--- config.mk ---
export PLATFORM = sky130hd
export DESIGN_NAME = fetch_queue
export DESIGN_NICKNAME = d
export VERILOG_FILES = /design/src/rtl/fetch_queue_pkg.sv /design/src/rtl/fetch_queue_mem.sv /design/src/rtl/fetch_queue.sv
export SDC_FILE = /design/constraint.sdc
export NUM_CORES = 1
export LEC_CHECK = 0
export BUFFER_PORTS_ARGS = -buffer_cell sky130_fd_sc_hd__buf_2
export CAP_MARGIN = 20
export CORE_MARGIN = 4
export CORE_UTILIZATION = 63
export CTS_CLUSTER_DIAMETER = 80
export DETAILED_ROUTE_END_ITERATION = 10
export GPL_ROUTABILITY_DRIVEN = 0
export PLACE_DENSITY = 0.81
export SLEW_MARGIN = 20
export SYNTH_ARGS = -nofsm -noshare
export SYNTH_HDL_FRONTEND = slang
export SYNTH_SLANG_ARGS = --single-unit
--- constraint.sdc ---
create_clock -name clk -period 20.5 [get_ports clk]
set_input_delay 4.1 -clock clk [delete_from_list [all_inputs] [get_ports clk]]
set_output_delay 4.1 -clock clk [all_outputs]
set_load 0.05 [all_outputs]
--- src/rtl/fetch_queue_pkg.sv ---
// Shared constants and the entry layout for the IF->ID fetch queue.
package fetch_queue_pkg;

    localparam int unsigned FQ_DEPTH   = 4;
    localparam int unsigned FQ_AW      = 2;
    localparam int unsigned FQ_ENTRY_W = 96;

    // Bit offsets of each 32-bit field inside a stored entry.
    localparam int unsigned FQ_PC   = 64;
    localparam int unsigned FQ_PCP4 = 32;
    localparam int unsigned FQ_INST = 0;

    localparam logic [31:0] NOP_INST = 32'h0000_0000;

    // One captured fetch; field order matches the offsets above.
    typedef struct packed {
        logic [31:0] pc;
        logic [31:0] pc_p4;
        logic [31:0] inst;
    } fq_entry_t;

endpackage

--- src/rtl/fetch_queue_mem.sv ---
// Entry storage: register array, clearing synchronous write port, async read port.
module fetch_queue_mem
    import fetch_queue_pkg::*;
#(
    parameter int unsigned DEPTH = FQ_DEPTH,
    parameter int unsigned AW    = FQ_AW
) (
    input  logic                  clk,
    input  logic                  rst,
    input  logic                  we_i,
    input  logic [AW-1:0]         waddr_i,
    input  logic [FQ_ENTRY_W-1:0] wdata_i,
    input  logic [AW-1:0]         raddr_i,
    output logic [FQ_ENTRY_W-1:0] rdata_o
);

    logic [FQ_ENTRY_W-1:0] mem_q [DEPTH];

    // Storage write; reset clears every entry.
    always_ff @(posedge clk) begin
        if (!rst) begin
            for (int i = 0; i < int'(DEPTH); i++) begin
                mem_q[i] <= '0;
            end
        end else if (we_i) begin
            mem_q[waddr_i] <= wdata_i;
        end
    end

    assign rdata_o = mem_q[raddr_i];

endmodule

--- src/rtl/fetch_queue.sv ---
// Decoupling FIFO between IF and ID with PC-advance enable and branch squash.
module fetch_queue
    import fetch_queue_pkg::*;
#(
    parameter int unsigned DEPTH = FQ_DEPTH,
    parameter int unsigned AW    = FQ_AW
) (
    input  logic          clk,
    input  logic          rst,
    input  logic [31:0]   if_pc,
    input  logic [31:0]   if_pc_p4,
    input  logic [31:0]   if_inst,
    input  logic          if_stall,
    output logic          if_ce,
    input  logic          flush,
    input  logic          id_ready,
    output logic          id_valid,
    output logic [31:0]   id_pc,
    output logic [31:0]   id_pc_p4,
    output logic [31:0]   id_inst,
    output logic [AW:0]   count
);

    localparam int unsigned CW = AW + 1;

    logic [AW-1:0] wp_q, wp_d;
    logic [AW-1:0] rp_q, rp_d;
    logic [CW-1:0] count_q, count_d;

    logic full_c;
    logic empty_c;
    logic push_c;
    logic pop_c;

    fq_entry_t             wentry_c;
    logic [FQ_ENTRY_W-1:0] rdata_c;

    // Occupancy flags and handshakes; if_ce never looks at id_ready.
    always_comb begin
        full_c  = (count_q == CW'(DEPTH));
        empty_c = (count_q == '0);
        push_c  = ~flush & ~if_stall & ~full_c;
        pop_c   = ~empty_c & id_ready;
        if_ce   = flush | (~if_stall & ~full_c);
    end

    // Pointer and occupancy next state; flush squashes everything.
    always_comb begin
        wp_d    = wp_q;
        rp_d    = rp_q;
        count_d = count_q;
        if (flush) begin
            wp_d    = '0;
            rp_d    = '0;
            count_d = '0;
        end else begin
            if (push_c) wp_d = wp_q + AW'(1);
            if (pop_c)  rp_d = rp_q + AW'(1);
            unique case ({push_c, pop_c})
                2'b10:   count_d = count_q + CW'(1);
                2'b01:   count_d = count_q - CW'(1);
                default: count_d = count_q;
            endcase
        end
    end

    // Pointer and occupancy registers.
    always_ff @(posedge clk) begin
        if (!rst) begin
            wp_q    <= '0;
            rp_q    <= '0;
            count_q <= '0;
        end else begin
            wp_q    <= wp_d;
            rp_q    <= rp_d;
            count_q <= count_d;
        end
    end

    // Pack the incoming fetch into a storage entry.
    always_comb begin
        wentry_c.pc    = if_pc;
        wentry_c.pc_p4 = if_pc_p4;
        wentry_c.inst  = if_inst;
    end

    fetch_queue_mem #(
        .DEPTH (DEPTH),
        .AW    (AW)
    ) u_mem (
        .clk     (clk),
        .rst     (rst),
        .we_i    (push_c),
        .waddr_i (wp_q),
        .wdata_i (wentry_c),
        .raddr_i (rp_q),
        .rdata_o (rdata_c)
    );

    // Head presentation; an empty queue shows a NOP at PC 0.
    always_comb begin
        id_valid = ~empty_c;
        id_pc    = empty_c ? 32'h0    : rdata_c[FQ_PC   +: 32];
        id_pc_p4 = empty_c ? 32'h0    : rdata_c[FQ_PCP4 +: 32];
        id_inst  = empty_c ? NOP_INST : rdata_c[FQ_INST +: 32];
        count    = count_q;
    end

endmodule
==> metrics.yaml <==
outcome:
  run_status: "finished, final reports clean"
sta:
  finalCriticalPeriod_ns: 8.72
  unrepaired_setup_endpoints_after_global_routing: "false"
  hold-worst-slack_ns: 0.543
  relSlewSlack: 0.295
  setup-tns-final_ns: 0
  finalSetupViolCount: 0
  finalHoldViolCount: 0
  fin_ws_ns: 11.78
  worst_slew_pin_slew_ns: 1.06
  layout_worst_path_cycle_share: 0.425
  max_freq_mhz: 115
  clock_skew_ns: 0.0130
  final_max_slew_viol_count: 0
synth:
  simple_gate_fraction_of_synth_area: 0.181
  synthDominantCellAreaShare: 0.656
  synth_enable_flop_cells: 384
  synth_top_flop_cell: "sky130_fd_sc_hd__edfxtp_1"
  synth_top_cells_by_count: "480 x sky130_fd_sc_hd__and2_1, 384 x sky130_fd_sc_hd__edfxtp_1, 96 x sky130_fd_sc_hd__mux4_2, 42 x sky130_fd_sc_hd__clkbuf_1, 12 x sky130_fd_sc_hd__buf_2"
  mappedNetlistArea_sq_um: 17600
  post-synth-top-area-cell: "sky130_fd_sc_hd__edfxtp_1"
  synth_cells: 1088
  async_flop_share: 0
  synth_top_family_by_area: "simple AND/OR/NAND/NOR gates"
  synth_top_cells_by_area: "sky130_fd_sc_hd__edfxtp_1 66%, sky130_fd_sc_hd__and2_1 17%, sky130_fd_sc_hd__mux4_2 12%"
  sequential_fraction_of_the_synthesis_area: 0.666
  yosysWarningCount: 0
  yosys_register_bits: 393
  synth_mux_area_frac: 0.123
  syn_nets: 1191
  synth_xor_xnor_area_share: 0.00199
  synth-compound-area-share: 0.00413
  synthesis.area_per_instance_sq_um: 16.2
  yosysMostFrequentCell: "sky130_fd_sc_hd__and2_1"
  synth_fa_ha_area_frac: 0.00185
  synth_cell_types: 29
flow_run:
  max_cap_viol_count: 0
detailed_routing:
  detailedRoute.firstIterationViolations: 733
  routedWlPerCell_um: 21.3
  routed-wl-met2_mm: 18.0
  routed.top_layer: "met5"
  firstDrtPassIters: 5
  wl_mm: 35.7
  m1WireLength_mm: 14.5
  postRouteAntennaNets: 0
  post_drt_via_cell_ratio: 5.67
  wl_met3_mm: 2.65
  detailroute.via_count: 9516
  drt_drc_violations_left: 0
cts:
  cts.clk_slew.worst_paths_ns: 0.06
  cts_root_buffer: "sky130_fd_sc_hd__clkbuf_16"
  post_cts_hold_buffer_count: 0
  cts_tree: "built"
  clk_path_buf_depth: 3
  cts.repair_timing.setup_buffer_count: 0
  clk-insertion-delay-late_ns: 0.52
  htree_num_levels: 2
  ctsResizeCount: 0
  clock-sinks: 393
  cts_made_buffers: 40
critical_path:
  r2r-start: "count[0]"
  critical_path_peak_fanout: 6
  setup.worst_path.start_class: "input pin"
  setup.worst_path.end_class: "primary output"
  crit_path_start: "if_stall"
  worst_r2r_path_depth: 5
  critical_path_required_ns: 16.40
  critical_path_arrival_ns: 4.62
  category_of_the_most_critical_setup_path: "input pin to primary output"
die:
  die_x_um: 175
  die-height_um: 175
  start_util: 0.647
  core_area_sq_um: 27200
  placement_rows: 60
  fp.dieArea_sq_um: 30700
  io_pins: 202
place:
  io_buffer_count: 201
  detailed_place_hpwl_mm: 19.3
  placed_area_sq_um: 18900
  pre_cts_slack_ns: 11.78
hold_path:
  timing.hold.worst.start: "rp_q[1]"
  whs_path_depth: 2
  worst_hold_path_type: "flop to flop"
pwr:
  fin_total_pwr_uw: 1740
  total_leakage_power_uw: 0.00777
  vdd_drop_max_v: 0.0000740
  power_density_nw_per_um2: 86.5
finish:
  final.fill_count: 1690
  share_of_post_route_cells_with_drive_strength_above_1: 0.297
  area_delta_synth_final_pct: 14.5
  sequential_cell_area_sq_um: 11700
  design.final.nets: 1376
  final_cell_area_sq_um: 20100
  multi_input_comb_area_sq_um: 5530
global_route:
  grt_pass1_vias: 10200
  grt_util_all_layers: 0.239
  antenna_violations_before_repair: 7
  wire_length_of_the_first_global_routing_pass_mm: 56.8
  maximum_number_of_pins_on_one_net_before_global_route_repair: 98
  global_route.overflow_total: 0
==> where the power goes <==
group / switching [uW] / internal, uW
Combinational: 70.8 / 37.8
Sequential: 10.0 / 919
Clock: 287 / 417
Total: 368 / 1370
==> through the flow <==
step / utilization / cells
after floorplan: - / 1088
after global placement: 0.694 / 1603
after detailed placement: 0.694 / 1603
after CTS: 0.741 / 1677
after global routing: 0.741 / 1679
final: 0.741 / 1679
==> final cells by class <==
class,count,area share
clock buffers,53,0.0547
multi-input cells,617,0.275
well taps,372,0.0231
diodes,2,0.000248
flip-flops and latches,393,0.582
inverters,5,0.000932
repair buffers,216,0.0555
clock inverters,21,0.00913
==> cell usage in the layout (no fill, tap or decap), drive strengths merged <==
master  synthesis  layout
nor3            2       2
diode           0       2
nor3b           1       1
o311ai          2       2
dfxtp           9       9
nand2           1       1
nor2            7       7
or2b            2       2
a21oi           3       3
or3b            1       1
o21bai          1       1
or3             4       4
nand2b          3       3
clkinv          0      16
clkbuf         51      53
and2          480     480
xor2            4       4
fa              1       1
nor2b           1       1
o31ai           1       1
edfxtp        384     384
nor4            1       1
bufinv          0       3
o21ai           5       5
mux4           96      96
buf            22     216
ha              1       1
inv             5       7
==> worst max-delay path: stages <==
cell and delay (ns):
sky130_fd_sc_hd__buf_2 0.13, sky130_fd_sc_hd__o21bai_1 0.12, sky130_fd_sc_hd__buf_2 0.27
==> worst paths after layout <==
kind / slack, ns / endpoint
min reg2reg: 0.54 / rp_q[1]
max reg2reg: 17.12 / u_mem.mem_q[1][48]
max: 11.78 / if_ce
min: 0.54 / rp_q[1]
==> flip-flops by register name (all words and copies together) (netlist names), named ones only <==
signal       count
count            3
rp_q             2
u_mem.mem_q    384
wp_q             2
==> layer usage <==
layer  vias up  GRT usage
li1       4321          -
met1      4811      0.330
met3        58     0.0524
met2       316      0.399
met4        10     0.0524
met5         -          0
==> kinds of logic (layout without fill, tap and decap cells) <==
group	after synthesis	after routing
multiplexers	96	96
AO/OA/AOI/OAI	12	12
buffers and inverters	78	295
other	0	2
XOR/XNOR	4	4
adder cells (fa/ha/maj)	2	2
AND/OR/NAND/NOR	503	503
flip-flops	393	393
No activity file was read; power rests on OpenSTA's default activity.
